File: src/rtl/uart_pkg.sv
// rtl/uart_pkg.sv - shared UART types, parity encodings and helpers
package uart_pkg;

    typedef enum logic [2:0] {
        UART_TX_IDLE  = 3'd0,
        UART_TX_START = 3'd1,
        UART_TX_DATA  = 3'd2,
        UART_TX_PAR   = 3'd3,
        UART_TX_STOP  = 3'd4
    } uart_tx_state_t;

    localparam int PAR_NONE = 0;
    localparam int PAR_ODD  = 1;
    localparam int PAR_EVEN = 2;

    localparam int UART_DEFAULT_CLK_DIV = 434;

    // Zero-extension to 9 bits leaves the XOR parity unchanged.
    function automatic logic parity_bit(input logic [8:0] word, input int mode);
        return (mode == PAR_ODD) ? ~(^word) : ^word;
    endfunction

endpackage

File: src/rtl/uart_baud_gen.sv
// rtl/uart_baud_gen.sv - free-running bit timer with one-cycle tick at CLK_DIV-1
module uart_baud_gen
    import uart_pkg::*;
#(
    parameter int CLK_DIV = UART_DEFAULT_CLK_DIV
) (
    input  logic clk,
    input  logic rst,
    input  logic clear,
    input  logic enable,
    output logic bit_tick
);

    localparam int CNT_W = (CLK_DIV > 1) ? $clog2(CLK_DIV) : 1;
    localparam logic [CNT_W-1:0] CNT_LAST = CNT_W'(CLK_DIV - 1);

    logic [CNT_W-1:0] cnt_q;
    logic [CNT_W-1:0] cnt_d;

    always_comb begin
        cnt_d = cnt_q;
        if (clear) begin
            cnt_d = '0;
        end else if (enable) begin
            cnt_d = (cnt_q == CNT_LAST) ? '0 : cnt_q + 1'b1;
        end
    end

    // The tick is not masked by clear: a clear on the boundary cycle still ends that bit.
    assign bit_tick = enable && (cnt_q == CNT_LAST);

    always_ff @(posedge clk) begin
        if (rst) begin
            cnt_q <= '0;
        end else begin
            cnt_q <= cnt_d;
        end
    end

endmodule

File: src/rtl/uart_tx_core.sv
// rtl/uart_tx_core.sv - parametrised UART transmitter with valid/ready input
module uart_tx_core
    import uart_pkg::*;
#(
    parameter int CLK_DIV   = UART_DEFAULT_CLK_DIV,
    parameter int DATA_BITS = 8,
    parameter int PARITY    = PAR_NONE,
    parameter int STOP_BITS = 1
) (
    input  logic                 clk,
    input  logic                 rst,
    input  logic [DATA_BITS-1:0] tx_data,
    input  logic                 tx_valid,
    output logic                 tx_ready,
    output logic                 tx_busy,
    output logic                 tx_done_sig,
    output logic                 tx_pin_out
);

    if (DATA_BITS < 5 || DATA_BITS > 9) begin : g_bad_data_bits
        $error("uart_tx_core: DATA_BITS must be 5..9");
    end
    if (PARITY < 0 || PARITY > 2) begin : g_bad_parity
        $error("uart_tx_core: PARITY must be 0, 1 or 2");
    end
    if (STOP_BITS < 1 || STOP_BITS > 2) begin : g_bad_stop_bits
        $error("uart_tx_core: STOP_BITS must be 1 or 2");
    end
    if (CLK_DIV < 2) begin : g_bad_clk_div
        $error("uart_tx_core: CLK_DIV must be at least 2");
    end

    localparam logic [2:0] ST_IDLE  = UART_TX_IDLE;
    localparam logic [2:0] ST_START = UART_TX_START;
    localparam logic [2:0] ST_DATA  = UART_TX_DATA;
    localparam logic [2:0] ST_PAR   = UART_TX_PAR;
    localparam logic [2:0] ST_STOP  = UART_TX_STOP;

    localparam int IDX_W = $clog2(DATA_BITS);
    localparam logic [IDX_W-1:0] IDX_LAST = IDX_W'(DATA_BITS - 1);
    localparam logic STOP_LAST = 1'(STOP_BITS - 1);

    logic [2:0]           state_q,   state_d;
    logic [DATA_BITS-1:0] shift_q,   shift_d;
    logic [IDX_W-1:0]     bit_idx_q, bit_idx_d;
    logic                 stop_q,    stop_d;
    logic                 par_q,     par_d;
    logic                 pin_q,     pin_d;

    logic bit_tick;
    logic accept;
    logic frame_end;

    uart_baud_gen #(
        .CLK_DIV (CLK_DIV)
    ) u_baud (
        .clk      (clk),
        .rst      (rst),
        .clear    (accept),
        .enable   (state_q != ST_IDLE),
        .bit_tick (bit_tick)
    );

    assign frame_end   = (state_q == ST_STOP) && bit_tick && (stop_q == STOP_LAST);
    assign tx_ready    = (state_q == ST_IDLE) || frame_end;
    assign accept      = tx_valid && tx_ready;
    assign tx_busy     = (state_q != ST_IDLE);
    assign tx_done_sig = frame_end;
    assign tx_pin_out  = pin_q;

    always_comb begin
        state_d   = state_q;
        shift_d   = shift_q;
        bit_idx_d = bit_idx_q;
        stop_d    = stop_q;
        par_d     = par_q;
        case (state_q)
            ST_START: begin
                if (bit_tick) begin
                    state_d   = ST_DATA;
                    bit_idx_d = '0;
                end
            end
            ST_DATA: begin
                if (bit_tick) begin
                    shift_d = shift_q >> 1;
                    if (bit_idx_q == IDX_LAST) begin
                        state_d = (PARITY != PAR_NONE) ? ST_PAR : ST_STOP;
                        stop_d  = 1'b0;
                    end else begin
                        bit_idx_d = bit_idx_q + 1'b1;
                    end
                end
            end
            ST_PAR: begin
                if (bit_tick) begin
                    state_d = ST_STOP;
                    stop_d  = 1'b0;
                end
            end
            ST_STOP: begin
                if (bit_tick) begin
                    if (stop_q == STOP_LAST) begin
                        state_d = ST_IDLE;
                    end else begin
                        stop_d = 1'b1;
                    end
                end
            end
            default: ;
        endcase
        // Parity taken from the word as latched, so later tx_data changes cannot leak in.
        if (accept) begin
            state_d   = ST_START;
            shift_d   = tx_data;
            par_d     = parity_bit(9'(tx_data), PARITY);
            bit_idx_d = '0;
            stop_d    = 1'b0;
        end
    end

    // Pin is registered from next-state values so the line changes in step with the state.
    always_comb begin
        pin_d = 1'b1;
        case (state_d)
            ST_START: pin_d = 1'b0;
            ST_DATA:  pin_d = shift_d[0];
            ST_PAR:   pin_d = par_d;
            default:  pin_d = 1'b1;
        endcase
    end

    always_ff @(posedge clk) begin
        if (rst) begin
            state_q   <= ST_IDLE;
            shift_q   <= '0;
            bit_idx_q <= '0;
            stop_q    <= 1'b0;
            par_q     <= 1'b0;
            pin_q     <= 1'b1;
        end else begin
            state_q   <= state_d;
            shift_q   <= shift_d;
            bit_idx_q <= bit_idx_d;
            stop_q    <= stop_d;
            par_q     <= par_d;
            pin_q     <= pin_d;
        end
    end

endmodule

File: config.mk
export PLATFORM = sky130hd
export DESIGN_NAME = uart_tx_core
export DESIGN_NICKNAME = d
export VERILOG_FILES = /design/src/rtl/uart_pkg.sv /design/src/rtl/uart_baud_gen.sv /design/src/rtl/uart_tx_core.sv
export SDC_FILE = /design/constraint.sdc
export NUM_CORES = 1
export LEC_CHECK = 0
export CAP_MARGIN = 30
export CORE_ASPECT_RATIO = 1.75
export CORE_MARGIN = 10
export CORE_UTILIZATION = 40
export DETAILED_ROUTE_END_ITERATION = 10
export PLACE_DENSITY = 0.67
export SYNTH_ARGS = -nofsm -noshare
export SYNTH_HDL_FRONTEND = slang
export SYNTH_SLANG_ARGS = --single-unit
File: constraint.sdc
create_clock -name clk -period 2 [get_ports clk]
set_input_delay 0.4 -clock clk [delete_from_list [all_inputs] [get_ports clk]]
set_output_delay 0.4 -clock clk [all_outputs]
set_load 0.01 [all_outputs]
==> results.sh <==
export IMPL_run_status="completed"
export IMPL_ys_warnings_count=0
export IMPL_path_max_fanout=3
export IMPL_grt_pass1_wl_um=5910
export IMPL_r2r_start="u_baud.cnt_q[1]"
export IMPL_wire_per_inst_um=15.2
export IMPL_slew_limit_headroom=0.771
export IMPL_yosysSeqAreaShare=0.370
export IMPL_die_y_um=96.9
export IMPL_root_buffer="clkbuf_8"
export IMPL_drt_total_wl_um=3510
export IMPL_hold_buffers=0
export IMPL_r2r_end="tx_pin_out"
export IMPL_postRouteAntennaNets=0
export IMPL_die_w_um=64.0
export IMPL_max_freq_mhz=524
export IMPL_rsz0062_at_grt="yes"
export IMPL_drt_vias_per_instance=5.44
export IMPL_clk_latency_ns=0.27
export IMPL_crit_chain="inv_1, ha_1, nand4b_1, nor2_1, and3_1, clkdlybuf4s15_1"
export IMPL_yosys_area_top_type="dfxtp_1"
export IMPL_syn2layout_area_growth_pct=25.9
export IMPL_nets=204
export IMPL_layoutNonFillerInstCount=231
export IMPL_grt_max_degree=15
export IMPL_ys_types=39
export IMPL_critical_path_class="reg -> out"
export IMPL_syn_instance_count=160
export IMPL_grt_usage=0.115
export IMPL_final_util=0.531
export IMPL_synth_edf_count=0
export IMPL_hold_violations=0
export IMPL_max_stage_delay_ns=0.32
export IMPL_gp_congestion=0.860
export IMPL_avgSynthCellArea_sq_um=8.45
export IMPL_pwr_share_clk=0.301
export IMPL_cts_sinks=25
export IMPL_synth_top_cell_area_share=0.370
export IMPL_htree_levels=1
export IMPL_dp_cells=227
export IMPL_peakVddDrop_mv=0.310
export IMPL_async_flop_share=0
export IMPL_internal_power_w=0.000739
export IMPL_cp_num_buf_inv=2
export IMPL_cts_setup_buffers=0
export IMPL_tightest_slew_ns=0.338
export IMPL_p_leak_nw=0.637
export IMPL_ys_ff_latch=25
export IMPL_fin_hold_ws_ns=0.476
export IMPL_hpwl_um=2710
export IMPL_drc=0
export IMPL_post_route_period_util=0.954
export IMPL_grt_ovfl_total=0
export IMPL_critPathCaptureType="output pin"
export IMPL_drv_cap=0
export IMPL_cp_start_kind="register"
export IMPL_worstPathArrival_ns=1.51
export IMPL_required_ns=1.60
export IMPL_path_delay_family="simple AND/OR/NAND/NOR gates"
export IMPL_hold_path_end="shift_q[7]"
export IMPL_n_antenna_cell=0
export IMPL_pin_count=15
export IMPL_switching_share=0.258
export IMPL_worstHoldStart="shift_q[7]"
export IMPL_num_vias=1256
export IMPL_cts_buffers=3
export IMPL_setup_viol=0
export IMPL_fill_cells=319
export IMPL_yosysMostFrequentCell="dfxtp_1"
export IMPL_slew_violations=0
export IMPL_drive_gt1_frac=0.186
export IMPL_num_rows=27
export IMPL_cts_tree="yes"
export IMPL_finalClockSkew_ns=0.0138
export IMPL_ys_top_cells_by_count="dfxtp_1, nor2_1, nand2_1"
export IMPL_initial_core_util=0.421
export IMPL_setup_slack_ns=0.0917
export IMPL_drtIter0Drc=28
export IMPL_power_density_nw_per_um2=585
export IMPL_cpMaxStageDelayCell="dfxtp_1"
export IMPL_p_seq_frac=0.537
export IMPL_r2r_slack_ns=0.14
export IMPL_hold_depth=2
export IMPL_p_switching_w=0.000257
export IMPL_syn_nets=175
export IMPL_pre_cts_slack_ns=-0.0548
export IMPL_grt_pass1_vias=1342
export IMPL_holdCritPathClass="reg -> reg"
export IMPL_firstDrtPassIters=4
export IMPL_comb_power_share=0.162
export IMPL_netlist_area_sq_um=1350
export IMPL_worstRegToRegCells=8
export IMPL_period_needed_ns=1.91
export IMPL_core_region_area_sq_um=3210
export IMPL_io_buffers=14
export IMPL_clk_pin_slew_worst_paths_ns=0.08
export IMPL_dieArea_sq_um=6200
export IMPL_ys_flop_type="dfxtp_1"
export IMPL_grt_antenna_before_repair=0
export IMPL_clock_path_buffers=2
export IMPL_synth_area_leaders="dfxtp_1, nor2_1, xnor2_1"
-- power by group through the flow --
stage	Clock (W)	Sequential (W)	Combinational [W]
floorplan	0	0.000541	0.0000960
global placement	0	0.000545	0.000153
detailed placement	0	0.000546	0.000158
CTS	0.000305	0.000535	0.000157
global route	0.000328	0.000538	0.000179
finish	0.000300	0.000535	0.000161
-- kinds of logic after synthesis --
logic type	synth area share
and+or+nand+nor	0.268
AOI/OAI and AO/OA	0.172
DFF	0.370
buffers and inverters	0.0574
xor gates and xnor gates	0.0842
adders and majority gates	0.0370
muxes	0.0111
-- layout make-up --
type	count	area, sq um	share of cell area
Tap cell	43	53.8	0.0316
Multi-Input combinational cell	121	800	0.470
Clock buffer	3	41.3	0.0242
Timing Repair Buffer	33	282	0.165
Clock inverter	1	5.00	0.00294
Inverter	5	18.8	0.0110
Sequential cell	25	503	0.295
-- flip-flops by register name (all words and copies together), names as in the netlist --
signal / count
par_q: 1
state_q: 3
shift_q: 8
bit_idx_q: 3
u_baud.cnt_q: 9
tx_pin_out: 1
-- metal layers --
metal / wire length [um] / up-vias / global-route usage / share of wire
li1: - / 623 / - / -
met1: 1320 / 609 / 0.104 / 0.38
met2: 2050 / 17 / 0.226 / 0.59
met3: 58 / 7 / 0.0184 / 0.017
met4: 75 / 0 / 0.0622 / 0.021
met5: 0 / - / 0 / 0
-- through the flow --
step / setup TNS (ns) / area (sq um) / power, W
floorplan: 0 / 1350 / 0.000637
global placement: -0.00977 / 1630 / 0.000698
detailed placement: -0.0548 / 1630 / 0.000704
CTS: 0 / 1670 / 0.000997
global route: -0.0116 / 1700 / 0.00104
finish: 0 / 1700 / 0.000996
-- cells in the final DEF (no fill, tap or decap), types with 3 or more instances in the layout --
cell type / instances
a21oi_1: 11
a311oi_1: 4
buf_4: 18
clkbuf_8: 3
clkdlybuf4s50_1: 12
dfxtp_1: 23
ha_1: 4
inv_1: 5
nand2_1: 16
nand2b_1: 4
nand3_1: 11
nor2_1: 21
nor3_1: 4
xnor2_1: 8
xor2_1: 5
-- worst max path at each step --
stage	end	depth (start not counted)	slack, ns	startpoint
after global placement	tx_ready	6	-0.01	u_baud.cnt_q[1]
after floorplan	tx_pin_out	7	0.19	u_baud.cnt_q[0]
after CTS	tx_busy	3	0.01	state_q[0]
final	tx_done_sig	6	0.09	u_baud.cnt_q[1]
after detailed placement	tx_ready	6	-0.05	u_baud.cnt_q[1]
after global routing	tx_done_sig	6	-0.009	u_baud.cnt_q[1]
-- what timing repair did --
item | CTS | global route
pin swaps | 1 | 0
resized for setup | 5 | 9
gates cloned | 0 | 0
setup endpoints to repair | 2 | 8
-- worst register-to-register path, stage by stage, from the launching register on --
cell	delay, ns
dfxtp_1	0.32
inv_1	0.05
ha_1	0.17
nand4b_1	0.15
or2_1	0.25
buf_4	0.17
a21o_1	0.23
a221oi_2	0.32
o21ai_1	0.10
(Power assumes the default switching activity.)
